`src/rtl/imem_fetch_ctrl.sv`:
```
`timescale 1ns/1ps
// imem_fetch_ctrl
// Instruction fetch controller for the LEGv8 pipeline. It holds the fetch
// PC and reads the combinational instruction ROM once per cycle into a
// small prefetch queue. The head of the queue goes to decode over a
// valid/ready handshake. Taken branches flush the queue and redirect fetch.
//
// Ports:
//   clk            rising-edge clock
//   reset_n        asynchronous active-low reset
//   start          leave IDLE and begin fetching
//   imem_addr      ROM word address, fetch_pc[ADDR_W+1:2]
//   imem_q         ROM read data, combinational from imem_addr
//   redirect_valid taken branch/jump: flush and refetch from redirect_pc
//   redirect_pc    redirect target byte address
//   inst_valid     queue head valid
//   inst_ready     decode accepts the head this cycle
//   inst_data      head instruction
//   inst_pc        head byte PC
//   halted         fetch_pc has left the ROM range
//   count          queue occupancy
module imem_fetch_ctrl #(
    parameter int          N        = 32,
    parameter int          DEPTH    = 4,
    parameter int          ADDR_W   = 7,
    parameter logic [63:0] RESET_PC = 64'h0
) (
    input  logic                     clk,
    input  logic                     reset_n,
    input  logic                     start,
    output logic [ADDR_W-1:0]        imem_addr,
    input  logic [N-1:0]             imem_q,
    input  logic                     redirect_valid,
    input  logic [63:0]              redirect_pc,
    output logic                     inst_valid,
    input  logic                     inst_ready,
    output logic [N-1:0]             inst_data,
    output logic [63:0]              inst_pc,
    output logic                     halted,
    output logic [$clog2(DEPTH):0]   count
);

    localparam int PTR_W = $clog2(DEPTH);
    localparam int CNT_W = PTR_W + 1;

    typedef enum logic [1:0] {IDLE, RUN, HALT} state_t;

    state_t             state, state_nxt;
    logic [63:0]        fetch_pc;
    logic [N-1:0]       q_data [DEPTH];
    logic [63:0]        q_pc   [DEPTH];
    logic [PTR_W-1:0]   rd_ptr, wr_ptr;
    logic [CNT_W-1:0]   cnt;

    logic pc_in_range, tgt_in_range, run_en, pop, fetch, not_full;

    // Any address bit above the ROM word range means the PC is out of range.
    assign pc_in_range  = ~|fetch_pc[63:ADDR_W+2];
    assign tgt_in_range = ~|redirect_pc[63:ADDR_W+2];

    assign imem_addr  = fetch_pc[ADDR_W+1:2];
    assign inst_valid = (cnt != '0);
    assign inst_data  = q_data[rd_ptr];
    assign inst_pc    = q_pc[rd_ptr];
    assign count      = cnt;

    assign pop      = inst_valid & inst_ready;
    assign not_full = (cnt < CNT_W'(DEPTH));
    // A full queue may still accept a push when the head leaves the same cycle.
    assign fetch    = run_en & pc_in_range & (not_full | pop) & ~redirect_valid;

    // State register
    always_ff @(posedge clk or negedge reset_n) begin
        if (!reset_n) state <= IDLE;
        else          state <= state_nxt;
    end

    // Next-state logic; redirect outranks start and the halt check
    always_comb begin
        state_nxt = state;
        unique case (state)
            IDLE: begin
                if (!redirect_valid && start) state_nxt = RUN;
            end
            RUN: begin
                if (redirect_valid)    state_nxt = tgt_in_range ? RUN : HALT;
                else if (!pc_in_range) state_nxt = HALT;
            end
            HALT: begin
                if (redirect_valid && tgt_in_range) state_nxt = RUN;
            end
            default: state_nxt = IDLE;
        endcase
    end

    // State-decoded outputs
    always_comb begin
        run_en = (state == RUN);
        halted = (state == HALT);
    end

    // Fetch PC: redirect target is word-aligned by dropping the low bits
    always_ff @(posedge clk or negedge reset_n) begin
        if (!reset_n) begin
            fetch_pc <= RESET_PC & ~64'h3;
        end else if (redirect_valid) begin
            fetch_pc <= redirect_pc & ~64'h3;
        end else if (fetch) begin
            fetch_pc <= fetch_pc + 64'd4;
        end
    end

    // Prefetch queue control; a redirect empties it regardless of push/pop
    always_ff @(posedge clk or negedge reset_n) begin
        if (!reset_n) begin
            rd_ptr <= '0;
            wr_ptr <= '0;
            cnt    <= '0;
        end else if (redirect_valid) begin
            rd_ptr <= '0;
            wr_ptr <= '0;
            cnt    <= '0;
        end else begin
            if (fetch) wr_ptr <= wr_ptr + PTR_W'(1);
            if (pop)   rd_ptr <= rd_ptr + PTR_W'(1);
            unique case ({fetch, pop})
                2'b10:   cnt <= cnt + CNT_W'(1);
                2'b01:   cnt <= cnt - CNT_W'(1);
                default: cnt <= cnt;
            endcase
        end
    end

    // Prefetch queue storage
    always_ff @(posedge clk or negedge reset_n) begin
        if (!reset_n) begin
            for (int i = 0; i < DEPTH; i++) begin
                q_data[i] <= '0;
                q_pc[i]   <= '0;
            end
        end else if (fetch) begin
            q_data[wr_ptr] <= imem_q;
            q_pc[wr_ptr]   <= fetch_pc;
        end
    end

endmodule

```
`config.mk`:
```
export PLATFORM = sky130hd
export DESIGN_NAME = imem_fetch_ctrl
export DESIGN_NICKNAME = d
export VERILOG_FILES = /design/src/rtl/imem_fetch_ctrl.sv
export SDC_FILE = /design/constraint.sdc
export NUM_CORES = 1
export LEC_CHECK = 0
export ABC_AREA = 1
export CAP_MARGIN = 20
export CORE_ASPECT_RATIO = 1.4
export CORE_MARGIN = 2
export CORE_UTILIZATION = 40
export CTS_BUF_LIST = sky130_fd_sc_hd__clkbuf_2
export DETAILED_ROUTE_END_ITERATION = 16
export SYNTH_ARGS = -nofsm -noshare
export SYNTH_HDL_FRONTEND = slang
export SYNTH_SLANG_ARGS = --single-unit
```
`constraint.sdc`:
```
create_clock -name clk -period 4.1 [get_ports clk]
set_clock_uncertainty 0.15 [all_clocks]
set_input_delay 1.025 -clock clk [delete_from_list [all_inputs] [get_ports clk]]
set_output_delay 1.025 -clock clk [all_outputs]
set_load 0.02 [all_outputs]
```
## Word level (Yosys, flattened, before mapping)

Cells that the tools add are included.

| cells by class | value |
|---|---|
| reduce and logical (&&, ||, !) cells | 14 |
| bitwise logic cells | 8 |
| equality and inequality tests | 7 |
| $add $sub $neg | 5 |
| $lt $le $gt $ge | 4 |
| mux-type cells | 26 |

Operators with widths:

| cell | count |
|---|---|
| $mux 64 | 5 |
| $bwmux 256 | 1 |
| $bmux 64 s2 | 1 |
| $bwmux 128 | 1 |
| $demux 64 s2 | 1 |
| $reduce_or 55->1 | 2 |
| $mux 32 | 3 |
| $add 64x3->64 const B | 1 |
| $bmux 32 s2 | 1 |
| $demux 32 s2 | 1 |
| $mux 2 | 9 |
| $ge 3x3->1 const B | 2 |
| $not 2->3 | 2 |
| $pmux 2 s3 | 1 |
| $pmux 3 s2 | 1 |
| $reduce_bool 3->1 | 2 |
| $add 2x1->2 const B | 2 |
| $and 1x1->1 | 4 |
| $eq 2x1->1 const B | 2 |
| $eq 2x2->1 const B | 2 |
| $reduce_bool 2->1 | 2 |
| $add 3x1->3 const B | 1 |
| $logic_and 1x1->1 | 3 |
| $logic_not 1->1 | 3 |
| 11 further kinds | 11 |

| storage, ports and cells | value |
|---|---|
| logic and storage cells | 77 |
| input bits | 101 |
| register bits | 457 |
| output and inout port bits | 108 |

## Logic depth before layout (Yosys ltp)

Gate-level depths: netlist of the first run.

| depth | value |
|---|---|
| depth after elaboration | 8 |
| depth in mapped cells | 15 |
| mapped depth without buffers | 15 |

## Worst setup path before layout of the first run

OpenSTA, ideal clock, no wires.

| timing path | value |
|---|---|
| path kind | register -> output |
| start | register rd_ptr[0] |
| end | output port inst_pc[63] |
| stages on the path, launching flop included | 7 |
| data arrival time | 1650 ps |
| path buffers | 3 |
| setup slack | 1275 ps |
| data required time | 2925 ps |
| cells stage by stage | dfrtp_1 > clkbuf_1 > clkinv_1 > clkbuf_1 > clkbuf_1 > a21oi_1 > a21oi_1 |

| on the way | value |
|---|---|
| word-level cells in the longest chain between the ends | 4 |

Ends and longest elaborated chain:

| element | RTL line | text |
|---|---|---|
| start: declaration | 52 | `logic [PTR_W-1:0] rd_ptr, wr_ptr;` |
| start signal: assignment | 125 | `if (pop) rd_ptr <= rd_ptr + PTR_W'(1);` |
| $not 2->3 (not written as such) | 64 | `assign inst_pc = q_pc[rd_ptr];` |
| $bmux 64 s2 | 64 |  |
| $mux 64 (not written as such) (2 in a row) | 64 |  |
| end: declaration | 38 | `output logic [63:0] inst_pc,` |

Every way passes these cells. The select of a mux whose other input is x is not followed.

## Worst setup path after layout of the first run

| timing path | value |
|---|---|
| start | register rd_ptr[0] |
| end | output port inst_pc[2] |

Same word-level chain as after synthesis.

==> results list, run 1 <==
- Wire length of the first global-routing pass: 87,900 um
- Netlist Area Pre-Place: 0.01963 mm^2
- Synth top area share: 56.98%
- Sink count of the clock tree: 447
* Syn-to-layout area delta: 19.22%
- The worst hold path belongs to the class reg2reg.
- Width of the chip: 191.2 um
- Seq/Total Area, Yosys: 56.98%
- # port buffers: 204
* Antenna violations before repair: 5
- Warnings, synthesis: 0
- Counting flops and latches in the post-synthesis netlist gives 447.
- Max Buffers Root-to-Sink: 3
* Average vias per placed instance: 4.981
- Ys async rst share: 100.0%
- Among all flip-flop cells after synthesis, the most frequent one is sky130_fd_sc_hd__dfrtp_1.
* Number of nets in the layout: 2,683
- In the global route stage, overall resource usage came out at 21.96%.
- The via count of the first global-routing pass is 16.59k.
- The first routing iteration left 950 violations.
- In this run the worst path has a maximum fanout of 34.
- Yosys mapped the design onto 33 distinct sky130hd cell types.
- At the pin with the least slew margin, the transition time is 0.9138 ns.
- The final critical path takes up 96.49% of the cycle.
- The synthesized design contains 0 enable-type register cells.
- Hold timing on the final database bottoms out at a slack of 0.3345 ns.
- Routed WL per cell: 16.63 um
- For this block, the via count after detailed routing is 16.44k.
- The smallest clock period supported by the final layout is computed as 3.956 ns.
- Multi-input combinational cell area: 0.006556 mm^2
- Setup repair after global routing could not meet its margin everywhere.
* Setup slack at placement: 0.4612 ns
- The clock reaches the later pin of the worst-skew pair after 1.04 ns.
* MaxCap Viol Count: 0
- For this configuration, the core starts out at a cell density of 40.25%.
* GRT Residual Overflow: 0
* Placement row count: 96
* Post-detailed-placement cell area: 0.02211 mm^2
* Power density over the cells: 474.9 mW/mm^2
- Data on the critical path is required at its endpoint by 2.92 ns.
* H-tree level count: 3
- Routed Antenna Nets: 0
- The post-route netlist has 9.891% of its cells at a drive strength greater than 1.
- Full die area: 0.05089 mm^2
- Total count of hold-check failures in the final report: 0
* Grt peak-use layer: met2
- The first detailed-routing pass took 5 iterations.
- Setup crit end kind: output pin
- Mean instance size in the synthesized netlist: 8.314 um^2
- Slew headroom: 39.08%
- The commonest cells after synthesis are sky130_fd_sc_hd__nand2_1 (493), sky130_fd_sc_hd__dfrtp_1 (447), sky130_fd_sc_hd__nor2_1 (347).
- Largest cells by area after synthesis: sky130_fd_sc_hd__dfrtp_1 (57%), sky130_fd_sc_hd__nand2_1 (9.4%), sky130_fd_sc_hd__o21ai_0 (7.0%)
- Die boundary height: 266.1 um
* GR Util met2: 37.21%
- The root buffer cell chosen for the clock tree is sky130_fd_sc_hd__clkbuf_2.
- Detailed placement finished with a half-perimeter wire length of 30,040 um.
- The count of final max-slew check failures is 0.
- STA classifies the critical path startpoint as a flop.
* Post-route DRC violation count: 0
* Most instantiated library cell after synthesis: sky130_fd_sc_hd__nand2_1
- Post-synth top area cell: sky130_fd_sc_hd__dfrtp_1
- At the worst endpoint, the arrival time is 2.78 ns.
- Routability-driven placement finished with a final weighted congestion of 0.7825.
- TritonCTS built the clock tree.
- The core region is 0.04877 mm^2.
- Highest ir drop seen on vdd: 0.2220 mV
- Routing usage on met1: 27.29%
- Setup violations remaining at the end of the flow were counted as 0.
* Worst-path clk slew: 0.11 ns
* Leakage power of the design: 0.01206 uW
* Pin count of the biggest net entering global routing: 111
- Post-Route Setup TNS: 0 ns
- Summing all non-filler instances in the final layout gives an area of 0.02340 mm^2.
- Crit Path Class: reg2out
- Result of the run: finished, final reports clean
* Layout fillers: 4,870
- Synth Instances: 2,361
* Global-route track usage on met3: 4.294%
* I/O pin total: 209
* CTS Buf Count: 111
- For this block, the routed nets add up to 54,890 um of wire.
- Setup slack on the critical path of the routed design comes to 0.1438 ns.
- Sequential cell area: 0.01119 mm^2
* Achievable clock frequency: 252.8 MHz
worst paths after layout:
kind | startpoint | to | slack [ns] | depth (start not counted)
max in group asynchronous | reset_n | q_pc[241]$_DFFE_PN0P_ | 2.32 | 3
hold / removal | fetch_pc[10]$_DFFE_PN0N_ | fetch_pc[10]$_DFFE_PN0N_ | 0.33 | 2
min in group asynchronous | reset_n | q_data[51]$_DFFE_PN0P_ | 0.40 | 2
setup reg to reg | count[2]$_DFFE_PN0P_ | q_data[45]$_DFFE_PN0P_ | 1.49 | 8
setup / recovery | rd_ptr[0]$_DFFE_PN0P_ | inst_pc[2] | 0.14 | 5
hold reg to reg | fetch_pc[10]$_DFFE_PN0N_ | fetch_pc[10]$_DFFE_PN0N_ | 0.33 | 2
placed cells by master (no fill, tap or decap), types with 7 or more instances in the layout:
| cell type | instances |
|---|---|
| sky130_fd_sc_hd__nand2_1 | 492 |
| sky130_fd_sc_hd__dfrtp_1 | 446 |
| sky130_fd_sc_hd__nor2_1 | 347 |
| sky130_fd_sc_hd__inv_1 | 279 |
| sky130_fd_sc_hd__o21ai_0 | 275 |
| sky130_fd_sc_hd__clkbuf_2 | 169 |
| sky130_fd_sc_hd__a21oi_1 | 166 |
| sky130_fd_sc_hd__clkdlybuf4s50_1 | 109 |
| sky130_fd_sc_hd__dlygate4sd2_1 | 65 |
| sky130_fd_sc_hd__o21ai_1 | 60 |
| sky130_fd_sc_hd__o22ai_1 | 39 |
| sky130_fd_sc_hd__buf_4 | 32 |
| sky130_fd_sc_hd__clkinv_1 | 29 |
| sky130_fd_sc_hd__nand3_1 | 18 |
| sky130_fd_sc_hd__nor3_1 | 17 |
| sky130_fd_sc_hd__buf_12 | 13 |
| sky130_fd_sc_hd__clkdlybuf4s15_1 | 11 |
| sky130_fd_sc_hd__nand4_1 | 10 |
| sky130_fd_sc_hd__buf_16 | 7 |
power breakdown:
group / internal (uW) / switching, uW
clock: 1230 / 1780
sequential: 4660 / 168
combinational: 1220 / 2060
per-stage QoR:
step	cells	total power, uW	util, %
after floorplan	2362	6619	-
after global placement	3083	8109	45.34
after detailed placement	3083	8144	45.34
after CTS	3293	11250	47.86
after global routing	3301	11820	47.99
final	3301	11110	47.99
cell families after synthesis:
family | count (synthesis) | synth area share [%]
and+or+nand+nor | 899 | 17.85
AOI/OAI and AO/OA | 560 | 14.75
DFF | 447 | 56.98
buffers and inverters | 444 | 9.797
adders and majority gates | 6 | 0.4207
xor gates and xnor gates | 4 | 0.1785
other | 1 | 0.01910
worst max-delay path: stages (launching register included):
cell and delay (ns):
sky130_fd_sc_hd__dfrtp_4 0.56, sky130_fd_sc_hd__buf_4 0.17, sky130_fd_sc_hd__buf_16 0.21, sky130_fd_sc_hd__o21ai_0 0.12, sky130_fd_sc_hd__o22ai_1 0.27, sky130_fd_sc_hd__dlygate4sd2_1 0.38
flip-flops by register name, summed over array words and instances, names as in the netlist:
register and flops:
count 3, fetch_pc 62, q_data 128, q_pc 248, rd_ptr 2, state 2
wr_ptr 2
cell type report:
class                   instances  share of cell area, %
flip-flops and latches        447                  47.81
diodes                          5                0.05346
repair buffers                260                  11.61
repair inverters                2                0.09624
clock buffers                 160                  3.422
well taps                     637                  3.406
inverters                     283                  4.619
clock inverters                36                 0.9624
multi-input cells            1471                  28.02
what timing repair did:
| item | 4_1_cts | 5_1_grt |
|---|---|---|
| hold buffers | 1 | 0 |
| hold endpoints to repair | 64 | 0 |
| buffers inserted | 6 | 1 |
| resized for setup | 130 | 25 |
| setup endpoints to repair | 91 | 26 |
| cloned | 7 | 2 |
per-layer routing:
layer,share of wire [%],vias to the layer above
met4,3.0,0
met3,5.6,115
met2,50,470
met5,0,-
li1,-,7929
met1,41,7927
(Power assumes the default switching activity.)
==> inputs of run 2 (changes only) <==
- SLEW_MARGIN: not set -> 10
==> results of run 2 <==
The final DEF is identical to that of run 1; final timing and power are the same.
==> inputs of run 3 (changes only) <==
- CORE_MARGIN: 2 -> not set
- MAX_ROUTING_LAYER: not set -> met4
==> run 3 against run 2 <==
Final cell count shrank 0.88%. Critical path depth did not move. Clock power is 3% lower. Non-clock buffer count shrank 8. Core utilization increased by 0.69 points. Highest routed layer unchanged. Die area is 1.8% lower. Sequential cell count unchanged. Setup slack better by 0.019 ns.
==> results list, run 3 (synthesized netlist as in run 1, its figures left out) <==
- Result of the run: finished, final reports clean
- Clock-pin slew was measured on the worst setup and hold paths at 0.11 ns.
* Startpoint type of the worst setup path: flop
- Routed Antenna Nets: 0
- The floorplan step defined a die boundary enclosing 0.04998 mm^2.
- The path class of the tightest hold or removal check is in2async.
- Final Max Slew Viols: 0
- STA puts the critical path data arrival time at 2.76 ns.
* Largest fanout on the critical path: 33
- After detailed routing, the number of remaining DRC violations is 0.
- Setup repair after global routing left no endpoint under its margin.
- Global routing finished with a remaining overflow of 0.
* Crit Path Class: reg2out
* Width of the chip: 189.2 um
- The number of clock buffers added by TritonCTS is 110.
* Power density over the cells: 475.8 mW/mm^2
* Cell at the slowest stage of the critical path: sky130_fd_sc_hd__dfrtp_4
- Overall via count from detail_route: 16.42k
* Setup crit end kind: output pin
* Max Buffers Root-to-Sink: 3
- Wires add up to 55,710 um.
- Final critical-path required period: 3.938 ns
- For the pin with the worst max-slew slack, the measured transition is 0.9031 ns.
- Wire length of the first global-routing pass: 89,190 um
- TritonCTS built the clock tree.
- The analysis attributes to cell leakage a power of 0.01205 uW.
- Delay-heaviest family, CP: buffers and inverters
- Global routing used 23.50% of the available tracks across all layers.
* Share of final-layout standard cells stronger than drive strength 1: 11.00%
- q_pc holds more flip-flops than any other register.
- Total count of hold-check failures in the final report: 0
- The largest registers in the layout are q_pc x248, q_data x128, fetch_pc x62.
* Required time of the critical path: 2.92 ns
- Number of nets in the layout: 2,675
* Largest stage delay on the critical path: 0.46 ns
* Pin count of the biggest net entering global routing: 143
* Root Buffer Master: sky130_fd_sc_hd__clkbuf_2
* Commonest cells after routing, fill and taps aside: sky130_fd_sc_hd__nand2_1 (492), sky130_fd_sc_hd__dfrtp_1 (445), sky130_fd_sc_hd__nor2_1 (347), sky130_fd_sc_hd__inv_1 (279), sky130_fd_sc_hd__o21ai_0 (274)
* Count of buffer and inverter cells on the critical path: 3
* Final design instance area without fill: 0.02349 mm^2
* Slew headroom: 39.72%
- The floorplan step defined a core boundary enclosing 0.04826 mm^2.
- Final worst path period share: 96.04%
- Final weighted congestion in routability-driven placement: 0.7825
* # port buffers: 204
* Antenna violations before repair: 5
- H-tree level count: 3
- Dividing the detail-routed via count by the number of cells gives 5.019.
- Post-detailed-placement cell area: 0.02208 mm^2
* Max reg flops: 248
- After layout, the worst setup slack is 0.1624 ns.
* Syn-to-layout area delta: 19.66%
- Most common cell after layout, fill and taps aside: sky130_fd_sc_hd__nand2_1
* Ordered list of cells on the worst path: buf_12 -> bufbuf_16 -> o21ai_0 -> o22ai_1 -> dlygate4sd2_1
- The design draws 11,180 uW.
- Max-cap violations in this run came to 0.
- Via count of the first global-routing pass: 16.72k
- Before CTS, the worst setup slack after placement is 0.5520 ns.
- Placement row count: 95
- HPWL after detailed placement: 29,660 um
* Final setup violation count: 0
* Achievable clock frequency: 254.0 MHz
- DRC violation total after the first TritonRoute iteration: 1,041
- Routed WL per cell: 17.03 um
- Sink count of the clock tree: 447
- From bottom edge to top edge, the die measures 264.1 um.
- Across all hold checks on the routed design, the worst slack comes to 0.3005 ns.
- Highest ir drop seen on vdd: 0.2608 mV
- For this design the top-level I/O count stands at 209.
- Clock latency reported for the late side of the worst-skew pair: 1.07 ns
- The first detailed-routing pass took 5 iterations.
- Starting density of the core: 40.68%
-- run 3: cell count changes in the layout (fill, tap and decap cells not counted), sizes merged --
cell	previous run	this run
clkdlybuf4s15	17	46
dlygate4sd2	65	37
clkinv	32	15
buf	56	47
bufbuf	1	5
clkinvlp	2	0
inv	284	286
bufinv	3	2
clkbuf	171	170
dlymetal6s2s	0	1
-- run 3: layout make-up --
cell class | count | area [um^2]
Antenna cell | 5 | 12.51
Clock buffer | 164 | 820.8
Clock inverter | 17 | 118.9
Fill cell | 4822 | 24770
Inverter | 283 | 1081
Multi-Input combinational cell | 1471 | 6591
Sequential cell | 447 | 11190
Tap cell | 630 | 788.3
Timing Repair Buffer | 252 | 2845
Timing Repair inverter | 3 | 41.29
-- run 3: repair_timing --
action,4_1_cts,5_1_grt
cloned,12,0
hold endpoints to repair,115,0
hold buffers,1,0
gates resized for setup,212,20
buffers inserted,4,0
pin swaps,0,0
setup endpoints to repair,94,7
-- run 3: per-stage QoR --
step	setup TNS (ns)	std cells	utilization [%]
finish	0	3272	48.68
CTS	-0.1971	3267	48.66
global route	0	3272	48.68
global placement	0	3069	45.76
floorplan	0	2362	-
detailed placement	0	3069	45.76
-- run 3: path summary, 6_finish.rpt --
check                                    startpoint                        to  slack [ns]  cells past startpoint
min in group clk           fetch_pc[17]$_DFFE_PN0N_  fetch_pc[17]$_DFFE_PN0N_        0.34                      2
min reg2reg                fetch_pc[17]$_DFFE_PN0N_  fetch_pc[17]$_DFFE_PN0N_        0.34                      2
max in group asynchronous                   reset_n      q_pc[24]$_DFFE_PN0P_        2.56                      3
max reg2reg                fetch_pc[55]$_DFFE_PN0N_    q_data[29]$_DFFE_PN0P_        1.51                     12
min                                         reset_n   q_data[127]$_DFFE_PN0P_        0.30                      2
max                           rd_ptr[0]$_DFFE_PN0P_             inst_data[24]        0.16                      5
-- run 3: routing by layer --
metal	vias to the layer above	global-route usage (%)	share of wire, %
met5	-	-	0
met4	0	10.27	2.8
met3	93	4.079	5.4
met2	465	38.82	50
met1	7974	28.11	42
li1	7890	-	-
-- run 3: worst register-to-register path, cell delays in order, from the launching register on --
cell and delay [ns]:
sky130_fd_sc_hd__dfrtp_1 0.39, sky130_fd_sc_hd__nor2_1 0.11, sky130_fd_sc_hd__nand2_1 0.07, sky130_fd_sc_hd__nor2_1 0.11
sky130_fd_sc_hd__nand2_1 0.11, sky130_fd_sc_hd__nor2_2 0.13, sky130_fd_sc_hd__nand2_1 0.10, sky130_fd_sc_hd__nor2_4 0.17
sky130_fd_sc_hd__nand2_4 0.23, sky130_fd_sc_hd__nor2_4 0.19, sky130_fd_sc_hd__buf_4 0.54, sky130_fd_sc_hd__nand2_1 0.13
sky130_fd_sc_hd__nand2_1 0.10
-- run 3: power by group --
| part | switching, uW | total [uW] | internal, uW | leakage, uW |
|---|---|---|---|---|
| logic | 2130 | 3450 | 1320 | 0.00583 |
| clock network | 1740 | 2910 | 1170 | 0.000743 |
| registers | 157 | 4820 | 4660 | 0.00547 |
| total | 4030 | 11200 | 7150 | 0.0120 |
